File: config.mk
export PLATFORM = sky130hd
export DESIGN_NAME = bitstream_reader
export DESIGN_NICKNAME = d
export VERILOG_FILES = /design/src/rtl/bitstream_reader.sv
export SDC_FILE = /design/constraint.sdc
export NUM_CORES = 1
export LEC_CHECK = 0
export CAP_MARGIN = 0
export CORE_AREA = 2 2 153 155
export CTS_CLUSTER_DIAMETER = 80
export DETAILED_ROUTE_END_ITERATION = 6
export DIE_AREA = 0 0 155 157
export DONT_BUFFER_PORTS = 1
export SETUP_SLACK_MARGIN = 0.15
export SKIP_LAST_GASP = 1
export SLEW_MARGIN = 10
export SYNTH_ARGS = -nofsm -noshare
export SYNTH_HDL_FRONTEND = slang
export SYNTH_SLANG_ARGS = --single-unit
File: constraint.sdc
create_clock -name clk -period 3 [get_ports clk]
set_input_delay 0.45 -clock clk [delete_from_list [all_inputs] [get_ports clk]]
set_output_delay 0.45 -clock clk [all_outputs]
set_load 0.01 [all_outputs]
File: src/rtl/bitstream_reader.sv
// bitstream_reader: streams a word range of the bitstream buffer out over AXI-Stream.
// Define BITSWAP_EN to reverse bit order within each byte (ICAP ordering for raw .bin).
module bitstream_reader #(
    parameter int ADDR_W = 16,
    parameter int RD_LAT = 2
) (
    input  logic              clk,
    input  logic              reset,
    input  logic              start,
    input  logic [ADDR_W-1:0] base_addr,
    input  logic [ADDR_W:0]   word_cnt,
    input  logic              icap_err,
    output logic              busy,
    output logic              done,
    output logic              err,
    output logic              buf_en,
    output logic [ADDR_W-1:0] buf_addr,
    input  logic [31:0]       buf_rdata,
    output logic              m_axis_tvalid,
    input  logic              m_axis_tready,
    output logic [31:0]       m_axis_tdata,
    output logic [3:0]        m_axis_tkeep,
    output logic              m_axis_tlast
);
    localparam int CW = ADDR_W + 1;

    typedef enum logic [1:0] {IDLE, READ, DRAIN, FLUSH} state_t;

    state_t            state_q, state_d;
    logic [CW-1:0]     cnt_q, issued_q, sent_q;
    logic [ADDR_W-1:0] addr_q;
    logic [RD_LAT-1:0] vld_q;
    logic [31:0]       mem [4];
    logic [31:0]       wdata;
    logic [1:0]        rd_ptr, wr_ptr;
    logic [2:0]        fifo_cnt, inflight;
    logic [1:0]        flush_q;
    logic              done_q, err_q;
    logic              pop, push, keep, abort;
    logic              is_last, credit_ok, issue, flush_end;

    always_comb begin
        inflight = '0;
        for (int i = 0; i < RD_LAT; i++) begin
            inflight = inflight + 3'(vld_q[i]);
        end
    end

`ifdef BITSWAP_EN
    always_comb begin
        wdata = '0;
        for (int b = 0; b < 4; b++) begin
            for (int i = 0; i < 8; i++) begin
                wdata[8*b+i] = buf_rdata[8*b+7-i];
            end
        end
    end
`else
    assign wdata = buf_rdata;
`endif

    assign m_axis_tvalid = fifo_cnt != '0;
    assign m_axis_tdata  = m_axis_tvalid ? mem[rd_ptr] : '0;
    assign m_axis_tkeep  = 4'hF;
    assign is_last       = sent_q == cnt_q - CW'(1);
    assign m_axis_tlast  = m_axis_tvalid && is_last;

    assign pop   = m_axis_tvalid && m_axis_tready;
    assign keep  = m_axis_tvalid && !m_axis_tready;
    assign push  = vld_q[RD_LAT-1];
    assign abort = icap_err && (state_q == READ || state_q == DRAIN);

    // Every outstanding read owns a FIFO slot before it is issued
    assign credit_ok = (fifo_cnt + inflight) < 3'd4;
    assign issue     = state_q == READ && issued_q != cnt_q
                       && credit_ok && !icap_err;
    assign flush_end = flush_q == 2'(RD_LAT - 1) && !keep;

    assign buf_en   = issue;
    assign buf_addr = addr_q;
    assign busy     = state_q != IDLE;
    assign done     = done_q;
    assign err      = err_q;

    always_ff @(posedge clk) begin
        if (reset) state_q <= IDLE;
        else       state_q <= state_d;
    end

    always_comb begin
        state_d = state_q;
        unique case (state_q)
            IDLE: begin
                if (start && word_cnt != '0) state_d = READ;
            end
            READ: begin
                if (icap_err)                             state_d = FLUSH;
                else if (issue && issued_q + CW'(1) == cnt_q) state_d = DRAIN;
            end
            DRAIN: begin
                if (icap_err)           state_d = FLUSH;
                else if (pop && is_last) state_d = IDLE;
            end
            FLUSH: begin
                if (flush_end) state_d = IDLE;
            end
        endcase
    end

    always_ff @(posedge clk) begin
        if (reset) begin
            cnt_q    <= '0;
            issued_q <= '0;
            sent_q   <= '0;
            addr_q   <= '0;
            flush_q  <= '0;
            done_q   <= 1'b0;
            err_q    <= 1'b0;
        end else begin
            done_q <= (state_q == IDLE && start && word_cnt == '0)
                      || (state_q != IDLE && state_d == IDLE);
            if (state_q == IDLE && start) begin
                err_q <= 1'b0;
                if (word_cnt != '0) begin
                    cnt_q    <= word_cnt;
                    addr_q   <= base_addr;
                    issued_q <= '0;
                    sent_q   <= '0;
                end
            end
            if (issue) begin
                addr_q   <= addr_q + ADDR_W'(1);
                issued_q <= issued_q + CW'(1);
            end
            if (pop)   sent_q <= sent_q + CW'(1);
            if (abort) err_q  <= 1'b1;
            if (state_q != FLUSH)              flush_q <= '0;
            else if (flush_q != 2'(RD_LAT - 1)) flush_q <= flush_q + 2'd1;
        end
    end

    always_ff @(posedge clk) begin
        if (reset) begin
            vld_q    <= '0;
            rd_ptr   <= '0;
            wr_ptr   <= '0;
            fifo_cnt <= '0;
        end else if (abort) begin
            // Keep only a presented-but-unaccepted head; drop everything else
            vld_q    <= '0;
            rd_ptr   <= rd_ptr + 2'(pop);
            wr_ptr   <= rd_ptr + 2'(m_axis_tvalid);
            fifo_cnt <= 3'(keep);
        end else begin
            vld_q[0] <= issue;
            for (int i = 1; i < RD_LAT; i++) begin
                vld_q[i] <= vld_q[i-1];
            end
            if (push) wr_ptr <= wr_ptr + 2'd1;
            if (pop)  rd_ptr <= rd_ptr + 2'd1;
            fifo_cnt <= fifo_cnt + 3'(push) - 3'(pop);
        end
    end

    always_ff @(posedge clk) begin
        if (!reset && !abort && push) mem[wr_ptr] <= wdata;
    end
endmodule

-- Word-level counts from Yosys, hierarchy flattened
Memory sizes are Yosys's and may differ from the RTL's. A register that Yosys moved wholly into a read port is not among the register bits.
Cells that the tools add are included.
- word-level logic and storage cells: 104
- register bits: 82
- input port bits: 70
- memory bits (writable): 128
- output and inout port bits: 58
- memories: 1
- reductions and logical operators: 41
- magnitude comparators: 1
- eq/ne operators: 9
- $add $sub $neg: 13
- multiplexer cells: 26
- memories (name ; words ; width ; read ports ; clocked after memory_dff ; write ports ; RTL line ; text):
    mem ; 4 ; 32 ; 1 ; 1 ; 1 ; 33 ; logic [31:0] mem [4];
- operator list (cell ; number):
    two-way mux 17 bit ; 4
    two-way mux 16 bit ; 3
    adder 17 x 1 -> 17 bit, second input constant ; 2
    == test 17 bit ; 2
    two-way mux 32 bit ; 1
    two-way mux 2 bit ; 12
    zero test 17 bit ; 1
    inequality test 17 bit ; 1
    nonzero test 17 bit ; 1
    subtractor 17 x 1 -> 17 bit, second input constant ; 1
    adder 16 x 1 -> 16 bit, second input constant ; 1
    logical AND 1 bit ; 16
    nonzero test 2 bit ; 8
    one-hot mux 2 bit (4 select lines) ; 1
    adder 2 x 1 -> 2 bit, second input constant ; 3
    AND reduction 2 bit ; 3
    zero test 1 bit ; 5
    two-way mux 1 bit ; 5
    adder 2 x 1 -> 2 bit ; 2
    == test 2 x 1 -> 1 bit, second input constant ; 2
    == test 2 bit, second input constant ; 2
    zero test 2 bit ; 2
    OR reduction 2 bit ; 2
    adder 3 x 1 -> 3 bit ; 1
    8 further kinds ; 9

-- Longest topological paths before layout
Gate-level depths: netlist of run 1.
- depth after elaboration: 12
- mapped depth: 12
- depth with buffers taken out: 11

-- Least setup slack after synthesis of run 1
No wires, ideal clock.
- path kind: flip-flop to flip-flop
- from: reg cnt_q[3]
- to: reg done_q, in the netlist done
- arrival: 2.850 ns
- period minus slack after synthesis: 2.909 ns
- setup time: 0.059 ns
- cell stages (with the launch flop): 10
- slack: 0.091 ns
- path through: dfxtp_1 -> buf_2 -> or4_1 -> nor4b_1 -> xor2_1 -> o221a_2 -> o21a_1 -> or4_1 -> nand3_1 -> a31o_1
- word-level cells in the longest chain between the ends: 11
- RTL lines (item ; RTL line ; text):
    start: declaration ; 30 ; logic [CW-1:0] cnt_q, issued_q, sent_q;
    start signal: assignment ; 125 ; cnt_q <= word_cnt;
    parallel branches: the longest is 7 deep, another holds subtractor 17 x 1 -> 17 bit ; - ;
    one-hot mux 2 bit (4 select lines) (*) ; 92 ; unique case (state_q)
    zero test 2 bit (*) ; 121 ; || (state_q != IDLE && state_d == IDLE);
    logical AND 1 bit (*) ; 121 ;
    logical OR 1 bit (*) ; 121 ;
    end signal: assignment ; 120 ; done_q <= (state_q == IDLE && start && word_cnt == '0)
    end: declaration ; 38 ; logic done_q, err_q;
Mark *: on every way between the ends.
A chain may end at the register's enable or synchronous reset.

-- Final worst setup path of run 1
- from: reg cnt_q[8]
- to: out m_axis_tlast
- word-level cells in the longest chain between the ends: 3
- RTL lines (item ; RTL line ; text):
    subtractor 17 x 1 -> 17 bit ; 65 ; assign is_last = sent_q == cnt_q - CW'(1);
    == test 17 bit ; 65 ;
    logical AND 1 bit ; 66 ; assign m_axis_tlast = m_axis_tvalid && is_last;
    end: declaration ; 23 ; output logic m_axis_tlast
No other way between the ends.

==> results of run 1 <==
cells by family (layout without fill, tap and decap cells):
family          count (synthesis)  in the layout
simple gates                  325            325
flops                         212            212
compound gates                121            121
buf+inv                        75            102
xor+xnor                       65             65
mux                            49             49
fa+ha+maj                      20             20
other cells                     1              4
cell type report:
type,instances,area [sq um],area share
Multi-Input combinational cell,584,4340,0.381
Clock buffer,32,631,0.0554
Clock inverter,6,41.3,0.00363
Sequential cell,212,5530,0.486
Timing Repair Buffer,46,420,0.0369
Inverter,18,67.6,0.00593
Tap cell,285,357,0.0313
cells in the mapped netlist (3+ instances only):
master / n
buf_4: 8
a21oi_1: 35
or4_1: 3
nor3b_1: 8
inv_1: 18
xnor2_1: 33
o21ai_0: 21
a311oi_1: 9
a2111oi_0: 5
nand2_1: 52
mux4_2: 32
edfxtp_1: 128
a221oi_1: 6
a211oi_1: 8
a31oi_1: 7
or3_1: 3
buf_1: 9
mux2i_1: 16
and2_1: 35
dfxtp_1: 84
or2_2: 5
nor2_1: 91
buf_6: 3
and3_1: 22
nor3_1: 19
nor4b_1: 5
o31a_1: 3
o2111ai_1: 3
xor2_1: 32
nand4_1: 11
nand3b_1: 8
nand2b_1: 7
nor2b_1: 3
o211ai_1: 4
nand3_1: 32
nor4_1: 12
clkbuf_1: 35
o31ai_1: 4
ha_1: 19
per-stage QoR:
stage | hold slack (ns) | setup TNS, ns
global route | 0.00107 | -0.649
floorplan | 0.437 | 0
CTS | 0.00402 | -0.424
finish | 0.0207 | -0.254
detailed placement | 0.454 | 0
global placement | 0.451 | 0
sequential cells by signal (all words and copies together) (netlist names), named ones only:
name,flops
mem,128
cnt_q,17
issued_q,17
sent_q,17
buf_addr,16
fifo_cnt,3
flush_q,2
rd_ptr,2
state_q,2
vld_q,2
wr_ptr,2
done,1
err,1
worst paths after layout:
| path | from | endpoint | slack (ns) | cells past startpoint |
|---|---|---|---|---|
| worst min-delay path | buf_rdata[27] | mem[2][27]$_DFFE_PP_ | 0.02 | 0 |
| worst max-delay path | cnt_q[8]$_SDFFE_PP0P_ | m_axis_tlast | -0.21 | 7 |
| worst max register to register | cnt_q[8]$_SDFFE_PP0P_ | done$_SDFF_PP0_ | -0.04 | 11 |
| worst min register to register | vld_q[0]$_SDFF_PP0_ | vld_q[1]$_SDFF_PP0_ | 0.47 | 1 |
report_power, final:
part	internal, mW	switching [mW]
clock network	1.46	1.10
logic	1.04	1.38
registers	3.24	0.197
total	5.74	2.67
routing by layer:
layer,up-vias,track usage
met3,40,0.0438
met2,209,0.324
met4,0,0.0529
met5,-,0
li1,3231,-
met1,3340,0.236
timing repair:
item / in CTS / in global routing
gates resized for setup: 8 / 18
hold buffers: 5 / 0
buffers inserted: 4 / 3
endpoints found under the setup margin: 4 / 20
pin swaps: 5 / 3
endpoints found under the hold margin: 46 / 0
==> impl_metrics.csv, run 1 <==
group,metric,value,unit
yosys,yosys_most_used_dff,"edfxtp_1",
placed_design,placed_area,0.0105,sq mm
yosys,synth_top_area_share,0.381,
cts,worstSkewPairLatency,0.52,ns
floorplanning,num_rows,55,
yosys,avgSynthCellArea,11.6,sq um
pwr,total_power,8.42,mW
yosys,synth_fa_ha_area_frac,0.0256,
pwr,peakVddDrop,0.000435,V
floorplanning,die_w,155,um
route,drc,0,
sta,rsz0062_at_grt,"yes",
cts,clk_pin_slew,0.06,ns
yosys,synth_seq_cells,212,
sta,slew_violations,0,
sta,setup-violations-final,2,
floorplanning,io_pins,128,
route,drt-pass1-iter-count,5,
yosys,synth-seq-area-share,0.548,
placed_design,port_buffers,0,
floorplanning,dieHeight,157,um
status,violations,"setup timing",
yosys,synth_top_area_cell,"edfxtp_1",
sta,fmax,311,MHz
yosys,yosys-top-cells-area,"edfxtp_1 38%, dfxtp_1 17%, mux4_2 7.2%",
placed_design,dpl_worst_slack,0.114,ns
grt,grt_overflow_total,0,
pwr,power_density,739,mW/mm^2
job,cap_violations,0,
yosys,ys_warn_count,0,
sta,tightest_slew,0.596,ns
finish,layout_common_cells,"128 x edfxtp_1, 91 x nor2_1, 79 x dfxtp_1",
worst_setup_path,path_class,"reg2out",
sta,period_share,1.07,
cts,numCtsBuffers,24,
finish,num_antenna_cells,0,
worst_setup_path,critPathRequiredTime,2.55,ns
yosys,synthXorXnorAreaFrac,0.0565,
floorplanning,die_area,0.0243,sq mm
worst_setup_path,cp-end-kind,"output pin",
yosys,ys_types,64,
yosys,syn_inst,868,
cts,cts_tree,"done",
worst_setup_path,cp.arrival,2.76,ns
floorplanning,initial_core_util,0.448,
finish,design_area,0.0114,sq mm
finish,nets,976,
route,vias_per_cell,5.77,
yosys,synth_top_family_by_area,"simple AND/OR/NAND/NOR gates",
floorplanning,core,0.0225,sq mm
placed_design,gp_congestion,0.842,
route,routed_wl,23.1,mm
grt,grt_pass1_vias,6648,
route,wl_met3,1.47,mm
route,wl_per_cell,19.6,um
sta,worst_slack,-0.215,ns
grt,track_usage,0.187,
yosys,synthMuxAreaShare,0.0885,
sta,min_period,3.21,ns
placed_design,dpl.hpwl,14.9,mm
yosys,async_reset_ff_frac,0,
worst_setup_path,crit_buf_inv,1,
cts,cts_buffer_depth,3,
finish,fillCellCount,2005,
finish,instances_no_fill,1183,
yosys,synth_compound_area_frac,0.0815,
finish,syn2layout_area_growth,13.0,%
route,drtIter0Drc,362,
pwr,leakage,3.94,nW
route,top_layer_used,"met4",
worst_setup_path,critPathMaxStageDelay,0.52,ns
finish,final_common_cell,"edfxtp_1",
worst_setup_path,crit_path_start_kind,"flop",
grt,grt_pass1_wl,35.9,mm
cts,cts_max_level,1,
route,met1_length,9.84,mm
finish,final_util,0.506,
route,wl_met2,11.3,mm
yosys,synth_edf_count,128,
cts,cts_num_sinks,212,
worst_setup_path,critPathTopFamily,"simple AND/OR/NAND/NOR gates",
placed_design,dp.cells,1133,
sta,finalHoldViolCount,0,
worst_setup_path,path_max_fanout,2,
worst_setup_path,slowest_stage,"or4_4",
cts,cts_root_buf,"clkbuf_16",
status,status,"finished with violations",
min_path,hp-class,"in2reg",
grt,grt_max_degree,47,
route,vias,6820,
sta,clock_skew,0.00962,ns
worst_setup_path,path_cells,"or4_4 > xnor2_1 > or4b_4 > a2111oi_4 > o2111ai_2 > nor2_1 > buf_4",
finish,drive_gt1_frac,0.153,
sta,worst_slew_margin_rel,0.601,
yosys,synth-simple-area-share,0.166,
route,postRouteAntennaNets,0,
yosys,syn_area,0.0101,sq mm
grt,antenna_found_initial,0,
(Power assumes the default switching activity.)
==> run 2, diff against run 1 <==
- clock period: 3 -> 3.3 ns (I/O delays scaled with it)
==> run 2 against run 1 <==
  * The run now ends clean
  * Wire length fell by 4.7%
  * Register-to-register slack improved by 0.23 ns
  * Combinational power fell by 16%
  * Critical path type unchanged
  * Via count fell by 2.4%
  * Count of clock-buffer cells in the layout did not move
  * Die area did not move
  * Non-clock buffer count fell by 19
  * Critical path depth fell by 1
==> impl_metrics.csv, run 2 (same netlist as run 1, synthesis figures left out) <==
group,metric,value,unit
cts,clk_pin_slew,0.06,ns
finish,syn2layout_area_growth,11.8,%
sta,slew_violations,0,
grt,grt_max_degree,70,
sta,setup-violations-final,0,
floorplanning,initial_core_util,0.448,
route,drc,0,
finish,fillCellCount,2001,
pwr,peakVddDrop,0.000406,V
grt,grt_pass1_wl,34.5,mm
worst_setup_path,path_cells,"or4_4 > xnor2_1 > or4b_4 > a2111oi_4 > o2111ai_2 > nor2_4",
worst_setup_path,crit_path_start_kind,"flop",
min_path,hp-class,"in2reg",
finish,design_area,0.0113,sq mm
worst_setup_path,critPathRequiredTime,2.80,ns
cts,cts_buffer_depth,3,
cts,numCtsBuffers,24,
placed_design,placed_area,0.0104,sq mm
route,drtIter0Drc,390,
status,status,"finished clean",
finish,multiInputGateArea,0.00427,sq mm
route,vias_per_cell,5.69,
worst_setup_path,slowest_stage,"or4_4",
sta,worst_slew_margin_rel,0.593,
finish,num_antenna_cells,0,
floorplanning,core,0.0225,sq mm
cts,cts_root_buf,"clkbuf_16",
floorplanning,dieHeight,157,um
pwr,leakage,3.88,nW
route,vias,6655,
grt,grt_overflow_total,0,
floorplanning,die_area,0.0243,sq mm
pwr,power_density,700,mW/mm^2
worst_setup_path,critPathMaxStageDelay,0.54,ns
sta,finalHoldViolCount,0,
floorplanning,die_w,155,um
worst_setup_path,cp.arrival,2.68,ns
placed_design,dpl.hpwl,15.1,mm
sta,fin_tns_setup,0,ns
sta,period_share,0.962,
finish,final_common_cell,"edfxtp_1",
worst_setup_path,cp-end-kind,"output pin",
cts,cts_tree,"done",
sta,min_period,3.17,ns
job,cap_violations,0,
finish,nets,957,
placed_design,port_buffers,0,
finish,ff_latch_area,0.00553,sq mm
route,postRouteAntennaNets,0,
sta,fmax,315,MHz
finish,largest_reg_flops,128,
worst_setup_path,path_class,"reg2out",
sta,tightest_slew,0.610,ns
floorplanning,io_pins,128,
floorplanning,num_rows,55,
finish,regMostFlops,"mem",
grt,track_usage,0.178,
grt,grt_pass1_vias,6405,
cts,cts_max_level,1,
route,wl_per_cell,18.9,um
placed_design,gp_congestion,0.914,
route,routed_wl,22.1,mm
sta,whs,0.0457,ns
cts,worstSkewPairLatency,0.52,ns
sta,clock_skew,0.0109,ns
grt,antenna_found_initial,0,
cts,cts_num_sinks,212,
worst_setup_path,path_max_fanout,2,
finish,drive_gt1_frac,0.133,
finish,layout_common_cells,"128 x edfxtp_1, 90 x nor2_1, 81 x dfxtp_1",
sta,rsz0062_at_grt,"yes",
route,drt-pass1-iter-count,5,
## run 2: cell count changes in the layout (fill, tap and decap cells not counted), moves of 3 or more
| cell | before | now |
|---|---|---|
| buf_4 | 35 | 25 |
| bufinv_16 | 0 | 3 |
| clkbuf_1 | 8 | 5 |
| clkbuf_8 | 0 | 3 |
| dfxtp_2 | 5 | 2 |
| dlygate4sd3_1 | 4 | 0 |
| nor4b_1 | 2 | 5 |
## run 2: final cells by class
cell class              instances  share of cell area
clock inverters                11              0.0126
multi-input cells             584               0.379
clock buffers                  32              0.0587
repair buffers                 27              0.0202
inverters                      18             0.00633
flip-flops and latches        212               0.491
well taps                     285              0.0317
## run 2: power by group
part	internal [mW]	switching [mW]
Combinational	0.886	1.15
Sequential	2.95	0.246
Clock	1.64	1.02
Total	5.47	2.42
## run 2: layer usage
metal,part of all wire,GRT usage
met3,0.066,0.0399
met1,0.42,0.224
met2,0.50,0.316
met4,0.018,0.0388
met5,0,0
## run 2: final timing paths
check	from	cells past startpoint	endpoint	slack (ns)
max reg2reg	cnt_q[8]$_SDFFE_PP0P_	10	done$_SDFF_PP0_	0.19
min reg2reg	vld_q[0]$_SDFF_PP0_	1	vld_q[1]$_SDFF_PP0_	0.46
min	reset	1	buf_addr[9]$_SDFFE_PP0P_	0.05
max	cnt_q[8]$_SDFFE_PP0P_	6	m_axis_tlast	0.13
## run 2: worst max-delay path: cells and delay by family, from the launching register on
kind	cells	cell delay, ns
flip-flops	1	0.30
AND/OR/NAND/NOR	3	1.20
AO/OA/AOI/OAI	2	0.53
XOR/XNOR	1	0.13
## run 2: what timing repair did
action                                 4_1_cts  5_1_grt
setup buffers                                3        3
endpoints found under the hold margin        0        0
gates resized for setup                      7        4
pin swaps                                    6        1
setup endpoints to repair                    1        2
hold buffers                                 0        0
## run 2: per-stage QoR
stage,cells,power (mW),worst slack [ns],utilization
final,1169,7.89,0.125,0.500
after global routing,1169,8.31,0.0180,0.500
after CTS,1166,7.97,0.0883,0.499
after detailed placement,1120,5.26,0.302,0.461
after global placement,1120,5.22,0.332,0.461
after floorplan,871,4.76,0.391,-
==> run 3, diff against run 2 <==
- GPL_TIMING_DRIVEN: not set -> 0
==> run 3 against run 2 <==
  * The flow now finishes with violations (setup timing)
  * Final cell count up 3.8%
  * Critical path depth up 6
  * Utilization up 1.1 points
  * Sequential power down 2%
  * Setup slack worse by 0.14 ns
  * Non-clock buffer count up 44
  * Worst hold slack better by 0.021 ns
  * Fmax down 4.1%
  * Wire length up 6.6%
  * Clock power down 7%
  * Critical path type is now reg2reg
  * Largest power group unchanged
==> impl_metrics.csv, run 3 (same netlist as run 1, synthesis figures left out) <==
group,metric,value,unit
status,status,"finished with violations",
status,violations,"setup timing",
placed_design,dpl_worst_slack,-0.0620,ns
sta,finalHoldViolCount,0,
route,drc,0,
worst_setup_path,critPathMaxStageDelay,0.54,ns
worst_setup_path,crit_path_start_kind,"flop",
floorplanning,num_rows,55,
cts,cts_root_buf,"clkbuf_16",
route,vias_per_cell,5.71,
sta,fmax,302,MHz
floorplanning,initial_core_util,0.448,
worst_setup_path,path_class,"reg2reg",
finish,syn2layout_area_growth,14.3,%
sta,tightest_slew,0.814,ns
cts,cts_max_level,1,
route,routed_wl,23.5,mm
placed_design,port_buffers,0,
sta,setup-violations-final,2,
grt,track_usage,0.188,
finish,fillCellCount,1970,
worst_setup_path,slowest_stage,"or4_4",
finish,num_antenna_cells,0,
cts,numCtsBuffers,24,
cts,clk_pin_slew,0.06,ns
cts,cts_hold_buf,0,
cts,cts_tree,"done",
floorplanning,core,0.0225,sq mm
sta,period_share,1.00,
job,cap_violations,0,
sta,rsz0062_at_grt,"yes",
pwr,peakVddDrop,0.000428,V
grt,grt_overflow_total,0,
sta,min_period,3.31,ns
worst_setup_path,critPathRequiredTime,3.69,ns
worst_setup_path,cp-end-kind,"flop",
finish,nets,1001,
finish,layout_common_cells,"128 x edfxtp_1, 90 x nor2_1, 82 x dfxtp_1",
floorplanning,die_w,155,um
placed_design,dpl.hpwl,16.2,mm
placed_design,gp_congestion,0.829,
finish,final_common_cell,"edfxtp_1",
grt,grt_pass1_vias,6607,
finish,regMostFlops,"mem",
cts,cts_num_sinks,212,
finish,largest_reg_flops,128,
floorplanning,die_area,0.0243,sq mm
sta,slew_violations,0,
cts,cts_buffer_depth,3,
route,vias,6931,
grt,antenna_found_initial,0,
worst_setup_path,path_max_fanout,2,
sta,clock_skew,0.0136,ns
floorplanning,io_pins,128,
grt,grt_pass1_wl,36.1,mm
route,postRouteAntennaNets,0,
route,drtIter0Drc,376,
grt,grt_max_degree,33,
finish,drive_gt1_frac,0.147,
worst_setup_path,path_cells,"buf_6 > or4_4 > xnor2_2 > or4b_4 > a2111oi_4 > o2111ai_2 > buf_4 > buf_4 > o31a_1 > o32ai_2 > buf_4 > nor2_1",
cts,worstSkewPairLatency,0.52,ns
sta,worst_slack,-0.0103,ns
route,wl_per_cell,19.4,um
worst_setup_path,cpMostUsedCell,"buf_4",
pwr,total_power,7.82,mW
sta,worst_slew_margin_rel,0.457,
floorplanning,dieHeight,157,um
min_path,hp-class,"in2reg",
route,drt-pass1-iter-count,4,
pwr,power_density,679,mW/mm^2
worst_setup_path,cp.arrival,3.70,ns
pwr,leakage,3.97,nW
run 3: changes by cell type in the layout (fill, tap and decap cells not counted), moves of 4 or more:
cell,before,now
clkbuf_1,5,39
buf_6,0,6
and3_1,22,18
buf_1,0,4
and3_2,0,4
clkbuf_2,0,7
buf_4,25,18
run 3: repair_timing:
action / in CTS / in global routing
gates resized for setup: 31 / 20
buffers inserted: 9 / 1
pin swaps: 13 / 3
endpoints found under the setup margin: 39 / 20
run 3: worst paths after layout:
| kind | startpoint | to | slack (ns) | depth (start not counted) |
|---|---|---|---|---|
| hold / removal | buf_rdata[11] | mem[0][11]$_DFFE_PP_ | 0.07 | 0 |
| setup / recovery | cnt_q[9]$_SDFFE_PP0P_ | state_q[0]$_SDFF_PP0_ | -0.01 | 12 |
| hold reg to reg | vld_q[0]$_SDFF_PP0_ | vld_q[1]$_SDFF_PP0_ | 0.47 | 1 |
| setup reg to reg | cnt_q[9]$_SDFFE_PP0P_ | state_q[0]$_SDFF_PP0_ | -0.01 | 12 |
run 3: layout make-up:
cell class,instances,area [sq um],share of cell area
Multi-Input combinational cell,584,4340,0.377
Inverter,18,67.6,0.00587
Clock buffer,41,714,0.0621
Clock inverter,2,21.3,0.00185
Timing Repair Buffer,14,155,0.0135
Tap cell,285,357,0.0310
Buffer,57,332,0.0288
Sequential cell,212,5530,0.480
run 3: critical path, delay by kind of cell, from the launching register on:
family                    cells  cell delay [ns]
AOI/OAI and AO/OA             4             1.10
xor gates and xnor gates      1             0.13
buffers and inverters         4             0.59
DFF                           1             0.30
and+or+nand+nor               3             1.05
run 3: metal layers:
layer	vias up	wire length [um]	track usage
met1	3392	10200	0.244
met4	0	614	0.0560
met5	-	0	0
li1	3289	-	-
met3	48	1580	0.0457
met2	202	11100	0.315
run 3: per-stage QoR:
stage | TNS (ns) | util | instance area [sq um] | hold WS (ns) | cells
3_5_place_dp | -0.100 | 0.468 | 10500 | 0.457 | 1160
6_report | -0.0166 | 0.512 | 11500 | 0.0669 | 1213
3_3_place_gp | -0.0893 | 0.464 | 10400 | 0.453 | 1156
5_1_grt | -0.194 | 0.512 | 11500 | 0.0459 | 1213
2_1_floorplan | 0 | - | 10100 | 0.437 | 871
4_1_cts | -0.0143 | 0.509 | 11500 | 0.0476 | 1212
run 3: report_power, final:
group          internal, mW  total [mW]  switching, mW  leakage (nW)
Combinational         0.922        2.21           1.29          1.78
Sequential             2.94        3.13          0.186          1.84
Clock                  1.46        2.47           1.01         0.357
Total                  5.33        7.82           2.49          3.97
